[src/rtl/uart_rx_deserializer.sv]
// uart_rx_deserializer: oversampled UART receiver with 2-of-3 majority voting; parity support is compiled in by UART_RX_PARITY_EN
module uart_rx_deserializer #(
  parameter int DATA_WIDTH = 8
) (
  input  logic                  clk,
  input  logic                  rst,
  input  logic                  rx_in,
  input  logic [5:0]            prescale,
  input  logic                  par_en,
  input  logic                  par_typ,
  output logic [DATA_WIDTH-1:0] p_data,
  output logic                  data_valid,
  output logic                  par_err,
  output logic                  stp_err,
  output logic                  rx_busy
);
  localparam int BW = $clog2(DATA_WIDTH + 1);
  typedef enum logic [2:0] {
    IDLE,
    START,
    DATA,
`ifdef UART_RX_PARITY_EN
    PARITY,
`endif
    STOP
  } state_e;
  state_e                state_q, state_d;
  logic [5:0]            cnt_q, cnt_d, p_q, p_d, half;
  logic [BW-1:0]         bit_q, bit_d;
  logic [2:0]            smp_q, smp_d;
  logic [DATA_WIDTH-1:0] sh_q, sh_d, pdata_q, pdata_d;
  logic                  dv_q, dv_d, perr_q, perr_d, serr_q, serr_d;
  logic                  bit_end, vote, mis;
  assign half    = p_q >> 1;
  assign bit_end = cnt_q == p_q - 6'd1;
  assign vote    = (smp_q[0] & smp_q[1]) | (smp_q[0] & smp_q[2]) | (smp_q[1] & smp_q[2]);
`ifdef UART_RX_PARITY_EN
  logic pen_q, pen_d, ptyp_q, ptyp_d, pmis_q, pmis_d;
  assign mis = pmis_q;
  // Per-frame parity mode and the parity check result carried into STOP
  always_ff @(posedge clk or negedge rst) begin
    if (!rst) begin
      pen_q  <= 1'b0;
      ptyp_q <= 1'b0;
      pmis_q <= 1'b0;
    end else begin
      pen_q  <= pen_d;
      ptyp_q <= ptyp_d;
      pmis_q <= pmis_d;
    end
  end
`else
  logic unused_par;
  assign unused_par = par_en ^ par_typ;
  assign mis = 1'b0;
`endif
  // FSM state, bit timing and output registers
  always_ff @(posedge clk or negedge rst) begin
    if (!rst) begin
      state_q <= IDLE;
      cnt_q   <= '0;
      p_q     <= 6'd8;
      bit_q   <= '0;
      smp_q   <= '0;
      sh_q    <= '0;
      pdata_q <= '0;
      dv_q    <= 1'b0;
      perr_q  <= 1'b0;
      serr_q  <= 1'b0;
    end else begin
      state_q <= state_d;
      cnt_q   <= cnt_d;
      p_q     <= p_d;
      bit_q   <= bit_d;
      smp_q   <= smp_d;
      sh_q    <= sh_d;
      pdata_q <= pdata_d;
      dv_q    <= dv_d;
      perr_q  <= perr_d;
      serr_q  <= serr_d;
    end
  end
  // Next state: the three mid-bit samples are voted at the last edge of each bit period
  always_comb begin
    state_d = state_q;
    cnt_d   = (state_q == IDLE || bit_end) ? 6'd0 : cnt_q + 6'd1;
    p_d     = p_q;
    bit_d   = bit_q;
    smp_d   = {cnt_q == half + 6'd1 ? rx_in : smp_q[2],
               cnt_q == half        ? rx_in : smp_q[1],
               cnt_q == half - 6'd1 ? rx_in : smp_q[0]};
    sh_d    = sh_q;
    pdata_d = pdata_q;
    dv_d    = 1'b0;
    perr_d  = perr_q;
    serr_d  = serr_q;
`ifdef UART_RX_PARITY_EN
    pen_d   = pen_q;
    ptyp_d  = ptyp_q;
    pmis_d  = pmis_q;
`endif
    case (state_q)
      IDLE: if (!rx_in) begin
        state_d = START;
        p_d     = (prescale == 6'd16 || prescale == 6'd32) ? prescale : 6'd8;
        bit_d   = '0;
`ifdef UART_RX_PARITY_EN
        pen_d   = par_en;
        ptyp_d  = par_typ;
        pmis_d  = 1'b0;
`endif
      end
      START: if (bit_end) state_d = vote ? IDLE : DATA;
      DATA: if (bit_end) begin
        sh_d  = {vote, sh_q[DATA_WIDTH-1:1]};
        bit_d = bit_q + BW'(1);
        if (bit_q == BW'(DATA_WIDTH - 1))
`ifdef UART_RX_PARITY_EN
          state_d = pen_q ? PARITY : STOP;
`else
          state_d = STOP;
`endif
      end
`ifdef UART_RX_PARITY_EN
      PARITY: if (bit_end) begin
        pmis_d  = (^sh_q ^ ptyp_q) != vote;
        state_d = STOP;
      end
`endif
      STOP: if (bit_end) begin
        serr_d  = !vote;
        perr_d  = mis;
        state_d = IDLE;
        if (vote && !mis) begin
          pdata_d = sh_q;
          dv_d    = 1'b1;
        end
      end
      default: state_d = IDLE;
    endcase
  end
  assign p_data     = pdata_q;
  assign data_valid = dv_q;
  assign par_err    = perr_q;
  assign stp_err    = serr_q;
  assign rx_busy    = state_q != IDLE;
endmodule

[config.mk]
export PLATFORM = sky130hd
export DESIGN_NAME = uart_rx_deserializer
export DESIGN_NICKNAME = d
export VERILOG_FILES = /design/src/rtl/uart_rx_deserializer.sv
export SDC_FILE = /design/constraint.sdc
export NUM_CORES = 1
export LEC_CHECK = 0
export CORE_MARGIN = 5
export CORE_UTILIZATION = 50
export DETAILED_ROUTE_END_ITERATION = 6
export PLACE_DENSITY = 0.81
export SLEW_MARGIN = 15
export SYNTH_ARGS = -nofsm -noshare
export SYNTH_HDL_FRONTEND = slang
export SYNTH_SLANG_ARGS = --single-unit
[constraint.sdc]
create_clock -name clk -period 2.56 [get_ports clk]
set_clock_uncertainty 0.1 [all_clocks]
set_input_delay 0.768 -clock clk [delete_from_list [all_inputs] [get_ports clk]]
set_output_delay 0.768 -clock clk [all_outputs]
set_load 0.02 [all_outputs]
==> results of run 1 <==
-- cell families after synthesis --
group                      Yosys count  share of synthesized area (%)
AOI/OAI and AO/OA                   27                           9.41
muxes                               20                           10.5
buffers and inverters               14                           3.31
DFF                                 39                           45.4
adders and majority gates            7                           3.95
and+or+nand+nor                     66                           18.4
xor gates and xnor gates            22                           8.95
other                                1                          0.174
-- path summary, 6_finish.rpt --
kind | from | end | cells after the start
worst max-delay path | p_q[3] | sh_q[3] | 7
worst min-delay path | rst | p_data[2] | 1
worst max register to register | p_q[3] | sh_q[3] | 7
worst min register to register | sh_q[0] | sh_q[0] | 1
max in group asynchronous | rst | smp_q[1] | 2
min in group clk | sh_q[0] | sh_q[0] | 1
-- worst reg2reg max path, delay by kind of cell (launching register included) --
family                 cells  cell delay, ns
DFF                        1            0.72
buffers and inverters      2            0.30
AOI/OAI and AO/OA          2            0.57
and+or+nand+nor            2            0.31
muxes                      1            0.33
-- sequential cells by signal, summed over array words and instances, names as in the netlist --
signal      count
stp_err         1
state_q         2
p_data          8
smp_q           3
sh_q            8
cnt_q           6
p_q             6
bit_q           4
data_valid      1
-- through the flow --
stage | util (%) | area [sq um]
after global placement | 60.5 | 2470
after detailed placement | 60.5 | 2470
after global routing | 64.5 | 2640
final | 64.5 | 2640
after CTS | 64.0 | 2610
after floorplan | - | 2150
-- power by group through the flow --
stage / registers, mW / clock network, mW / logic, mW
after floorplan: 0.900 / 0 / 1.13
after global placement: 0.974 / 0 / 1.36
after detailed placement: 0.984 / 0 / 1.39
after CTS: 0.972 / 0.611 / 1.44
after global routing: 0.996 / 0.640 / 1.61
final: 0.980 / 0.602 / 1.47
-- metal layers --
| metal | up-vias | GRT usage, % | wire length (um) |
|---|---|---|---|
| met5 | - | 0 | 0 |
| met4 | 0 | 6.99 | 70 |
| met3 | 6 | 4.35 | 199 |
| met2 | 39 | 28.5 | 2180 |
| met1 | 757 | 21.8 | 1920 |
| li1 | 775 | - | - |
-- cell type report --
| class | count | area, sq um | area share, % |
|---|---|---|---|
| clock inverters | 2 | 60.1 | 2.28 |
| inverters | 7 | 26.3 | 0.997 |
| flip-flops and latches | 39 | 977 | 37.1 |
| well taps | 50 | 62.6 | 2.37 |
| repair buffers | 34 | 310 | 11.8 |
| clock buffers | 6 | 72.6 | 2.75 |
| multi-input cells | 143 | 1130 | 42.7 |
-- cells in the mapped netlist (3+ instances only) --
cell and count:
dfrtp_1 38, mux2_2 19, and2_1 3, nand4_1 4, xnor2_1 14, nor2_1 14
inv_1 7, nor3_1 7, xor2_1 8, a21boi_0 3, a21oi_1 3, nand3_1 10
o21ai_0 5, nand2_1 7, ha_1 6
-- timing repair --
| item | 4_1_cts | 5_1_grt |
|---|---|---|
| buffers inserted | 1 | 0 |
| gates resized for setup | 0 | 5 |
| hold buffers | 0 | 0 |
| setup endpoints to repair | 2 | 19 |
==> impl_results.md, run 1 <==
- Status: complete, no violations
- Area added between synthesis and finish: 22.4%
- Cell types occupying the most area after synthesis: dfrtp_1 (44%), mux2_2 (9.9%), xnor2_1 (5.7%)
- Global-route total usage across every layer: 17.3%
- CP Class: reg -> reg
- Pin count of the biggest net entering global routing: 18
- Dpl ws: ~0.07 ns
- Vias per cell: 5.61
- Number of CTS-inserted buffers: 5
- Total number of vias: roughly 1.6k
- Root cell of the clock tree: clkbuf_8
- Final weighted congestion of routability-driven global placement: about 0.9
- Combinational power share: 48.2%
- Reg-to-reg setup timing slack: roughly 0.11 ns
- Netlist area before placement: ~0.0022 sq mm
- Die width: 75.6 um
- Clock network fraction of total power: about 20%
- Clock tree buffer depth: 2
- Part of the cycle the worst path needs: 95.6%
- Required time reported for the critical path endpoint: between 2 and 3 ns
- Nets: 247
- Class of the tightest hold or removal check: in -> async
- Global-route congestion overflow total: 0
- Fraction of layout instances using a drive strength above 1: between 20% and 30%
- Cell class contributing the biggest share of worst-path delay: flip-flops
- Warning count from the yosys run: 0
- Aggregate routed wire length: 4.36 mm
- Number of enable flip-flop cells after synthesis: 0
- Per-cell routed wire length: between 15 and 20 um
- Count of state elements after synthesis: 39
- Number of buffers and inverters on the critical path: 2
- Floorplan core area: 0.00409 sq mm
- Most frequent cells in the layout: dfrtp_1 (38), mux2_2 (19), clkdlybuf4s50_1 (18)
- Area share of the leading cell type in the synthesized netlist: between 40 and 50%
- Initial DRC count: 112
- Startpoint types: flop
- Number of inserted diodes: 0
- Worst vdd rail ir drop: about 0.77 mV
- Sum of negative setup slack: 0 ns
- Die outline height: 75.6 um
- Critical path's largest stage delay: 0.72 ns
- Leakage: approximately 1.1 nW
- Initial antenna violation count: 0
- Largest area contributor in the synthesized netlist: dfrtp_1
- Row Count: 23
- Net switching share of the total power: between 30 and 40%
- Average cell area after synthesis: roughly 11 sq um
- DRC violation count after routing: 0
- Final setup slack of the worst path: about 0.11 ns
- Reg power frac: roughly 32%
- Fill count: approximately 340
- Maximum fanout along the worst path: 13
- Highest clock frequency the design can meet: slightly above 0.4 GHz
- Setup-violating endpoint count in the final report: 0
- Internal power of the cells: 1.84 mW
- Die Area: around 0.0057 sq mm
- Antenna Violating Nets Remaining: 0
- Async SR Flop Fraction: 100%
- Sink count of the clock tree: 39
- Portion of the post-synthesis area used by sequential elements: 45.4%
- Final Max Tran Viols: 0
- IO buf count: 19
- Count of different cell masters after synthesis: between 50 and 60
- Worst-path clk slew: about 0.080 ns
- Crit-path slowest cell: dfstp_2
- Top_reg_cell synth: dfrtp_1
- Net switching power: around 1.2 mW
- Worst slack on hold paths: 0.283 ns
- Final hold viol count: 0
- Final Total Pwr: between 3 and 4 mW
- Worst endpoint data arrival time: approximately 2.5 ns
- Crit-path cells: nor3b_4 > buf_4 > a21o_2 > a211o_2 > nor3_4 > buf_12 > mux2_2
- Number of non-filler instances in the completed layout: 281
- Wire length of the first global-routing pass: approximately 7.3 mm
- Final Critical Period: between 2 and 2.5 ns
- Power density of the placed cells: around 1200 mW/mm^2
- Max-cap check violation count: 0
- Most common cell after layout, fill and taps aside: dfrtp_1
- Pre-antenna DRT Iters: 4
- Setup repair after global routing missed its margin: no
- Effective utilization at floorplan: between 50% and 60%
- TritonCTS clock tree: done
- Clock H-tree levels: 2
- Number of instances in the placed design: between 200 and 300
- Number of nets produced by synthesis: roughly 210
- Clock network latency to the later pin of the worst-skew pair: 0.29 ns
- Kind of end point of the critical path: flop
- Num ports: 23
- Detailed-placement wirelength estimate: around 3.2 mm
- Gate count of the mapped netlist: around 200
- Vias in the first global route: approximately 1.6k
No activity file was read; power rests on OpenSTA's default activity.
==> run 2: changes to the inputs <==
--- a/config.mk
+++ b/config.mk
@@ -9,7 +9,6 @@
 export CORE_UTILIZATION = 50
 export DETAILED_ROUTE_END_ITERATION = 6
 export PLACE_DENSITY = 0.81
-export SLEW_MARGIN = 15
 export SYNTH_ARGS = -nofsm -noshare
 export SYNTH_HDL_FRONTEND = slang
 export SYNTH_SLANG_ARGS = --single-unit
==> results of run 2 <==
The final DEF is identical to that of run 1; final timing and power are the same.
==> run 3: changes to the inputs <==
--- a/config.mk
+++ b/config.mk
@@ -8,7 +8,8 @@
 export CORE_MARGIN = 5
 export CORE_UTILIZATION = 50
 export DETAILED_ROUTE_END_ITERATION = 6
-export PLACE_DENSITY = 0.81
+export HOLD_SLACK_MARGIN = 0.02
+export PLACE_DENSITY = 0.78
 export SYNTH_ARGS = -nofsm -noshare
 export SYNTH_HDL_FRONTEND = slang
 export SYNTH_SLANG_ARGS = --single-unit
==> constraint.sdc (replaced) <==
create_clock -name clk -period 2.3 [get_ports clk]
set_clock_uncertainty 0.1 [all_clocks]
set_input_delay 0.69 -clock clk [delete_from_list [all_inputs] [get_ports clk]]
set_output_delay 0.69 -clock clk [all_outputs]
set_load 0.02 [all_outputs]
==> impl_results.md, run 3 (synthesized netlist as in run 1, its figures left out) <==
- Number of CTS-inserted buffers: 5 (unchanged)
- Footprint of the multi-input gates: 0.00124 sq mm (+10%)
- IO buf count: 19 (unchanged)
- Maximum fanout along the worst path: 5 (-8)
- Area added between synthesis and finish: 34.2%
- Part of the cycle the worst path needs: 99.1% (+3.5 points)
- Die width: 75.6 um (unchanged)
- Final hold viol count: 0 (unchanged)
- Cell class contributing the biggest share of worst-path delay: simple AND/OR/NAND/NOR gates
- Endpoint of the most critical register-to-register path: bit_q[3]
- Die outline height: 75.6 um (unchanged)
- Kind of end point of the critical path: flop
- Class of the tightest hold or removal check: in -> async
- Antenna Violating Nets Remaining: 0 (unchanged)
- Initial antenna violation count: 0 (unchanged)
- Global-route congestion overflow total: 0 (unchanged)
- Clock network latency to the later pin of the worst-skew pair: 0.29 ns (about the same)
- Fraction of layout instances using a drive strength above 1: 33.7% (+8.2 points)
- Initial DRC count: 54 (-52%)
- Sink count of the clock tree: 39 (unchanged)
- Detailed-placement wirelength estimate: 3.37 mm (+5.1%)
- Most frequent cells in the layout: dfrtp_1 (37), buf_4 (30), clkdlybuf4s50_1 (17), nor2_1 (14), xnor2_1 (13)
- Root cell of the clock tree: clkbuf_8
- Reg-to-reg setup timing slack: 0.02 ns (-0.09 ns)
- Required time reported for the critical path endpoint: 2.42 ns (-0.21 ns)
- Final design instance area without fill: 0.00289 sq mm (+9.6%)
- Final Total Pwr: 3.97 mW (+30%)
- Worst endpoint data arrival time: 2.40 ns (-0.12 ns)
- Number of non-filler instances in the completed layout: 299 (+6.4%)
- Aggregate routed wire length: 4.89 mm (+12%)
- Number of buffers and inverters on the critical path: 1 (-1)
- Placed cell area: 0.00253 sq mm (+2.2%)
- Clock H-tree levels: 2 (unchanged)
- Setup repair after global routing missed its margin: yes
- Reg-to-reg critical path startpoint: p_q[1]
- Utilization after layout: 70.7% (+6.2 points)
- Worst r2r path cells: 7 (unchanged)
- Met3 routed wirelength: 213 um (+7.0%)
- Fill count: 290 (-14%)
- Nets: 265 (+7.3%)
- Setup-violating endpoint count in the final report: 0 (unchanged)
- Total number of vias: 1709 (+8.4%)
- Num ports: 23 (unchanged)
- Critical path's largest stage delay: 0.50 ns (-0.22 ns)
- Clock tree buffer depth: 2 (unchanged)
- Length of routed met2 wiring: 2.51 mm (+15%)
- Die Area: 0.00572 sq mm (unchanged)
- Worst-path clk slew: 0.08 ns (about the same)
- Number of instances in the placed design: 279 (+2.6%)
- Vias in the first global route: 1707 (+8.0%)
- Final weighted congestion of routability-driven global placement: 0.801 (-11%)
- Most common cell after layout, fill and taps aside: dfrtp_1
- Global-route total usage across every layer: 18.7% (+1.4 points)
- Leakage: 1.25 nW (+10%)
- Crit-path cells: inv_4 > ha_4 > nor3b_4 > nand3_2 > a2111o_1 > or4_1 > a21oi_1
- TritonCTS clock tree: done
- Pin count of the biggest net entering global routing: 24 (+6)
- Final Critical Period: 2.28 ns (-0.169 ns)
- Combined flip-flop and latch cell area: 978 sq um (+0.13%)
- Final Max Tran Viols: 0 (unchanged)
- Uppermost routed layer: met4
- Effective utilization at floorplan: 52.7% (unchanged)
- Status: complete, no violations
- Crit-path slowest cell: a2111o_1
- Wire length on met1: 2.07 mm (+8.3%)
- Worst slack on hold paths: 0.106 ns (-0.177 ns)
- Row Count: 23 (unchanged)
- DRC violation count after routing: 0 (unchanged)
- Startpoint types: flop
- Vias per cell: 5.72 (+1.8%)
- Worst vdd rail ir drop: 0.937 mV (+22%)
- Pre-antenna DRT Iters: 4 (unchanged)
- CP Class: reg -> reg
- Per-cell routed wire length: 16.4 um (+5.4%)
- Wire length of the first global-routing pass: 7.81 mm (+6.5%)
- Floorplan core area: 0.00409 sq mm (unchanged)
- Highest clock frequency the design can meet: 0.439 GHz (+7.4%)
- Number of inserted diodes: 0 (unchanged)
- Max-cap check violation count: 0 (unchanged)
- Power density of the placed cells: 1370 mW/mm^2 (+18%)
run 3: cell count changes in the layout (fill, tap and decap cells not counted), sizes merged:
cell | before | now
dlygate4sd2 | 0 | 1
buf | 16 | 33
nand4 | 5 | 6
clkdlybuf4s50 | 18 | 17
run 3: stage by stage:
step / setup TNS [ns] / setup slack, ns
6_report: 0 / 0.0205
5_1_grt: -0.922 / -0.0769
4_1_cts: -0.0376 / -0.0137
3_5_place_dp: -0.479 / -0.0444
3_3_place_gp: -0.0298 / -0.00954
2_1_floorplan: 0 / 0.00313
run 3: worst register-to-register path, delay by kind of cell (launching register included):
family	cells	cell delay, ns
AOI/OAI and AO/OA	2	0.66
buffers and inverters	1	0.10
adders and majority gates	1	0.14
DFF	1	0.41
and+or+nand+nor	3	0.80
run 3: what timing repair did:
item | 4_1_cts | 5_1_grt
hold buffers | 0 | 0
pin swaps | 6 | 5
buffers inserted | 8 | 3
setup endpoints to repair | 18 | 25
gates resized for setup | 18 | 10
gates cloned | 1 | 0
run 3: worst max path at each step:
stage | start | endpoint | slack, ns | depth (start not counted)
final | p_q[1] | bit_q[3] | 0.02 | 7
after global routing | p_q[1] | sh_q[6] | -0.08 | 8
after CTS | p_q[1] | sh_q[6] | -0.01 | 8
after detailed placement | p_q[2] | p_data[6] | -0.04 | 7
after global placement | p_q[2] | sh_q[6] | -0.01 | 8
after floorplan | p_q[2] | sh_q[0] | 0.003 | 7
run 3: per-layer routing:
metal	vias to the layer above	track usage [%]
li1	802	-
met1	849	22.4
met2	45	31.4
met3	13	5.54
met4	0	7.57
met5	-	0
run 3: cell type report:
class | count | area share (%)
multi-input combinational | 144 | 43.0
sequential | 39 | 33.9
timing repair buffer | 51 | 15.2
clock buffer | 6 | 2.51
tap | 50 | 2.17
clock inverter | 2 | 2.08
inverter | 7 | 1.08
run 3: power by group:
part	leakage [nW]	switching (mW)	internal (mW)
Sequential	0.512	0.222	0.859
Combinational	0.677	1.16	1.05
Clock	0.0654	0.239	0.434
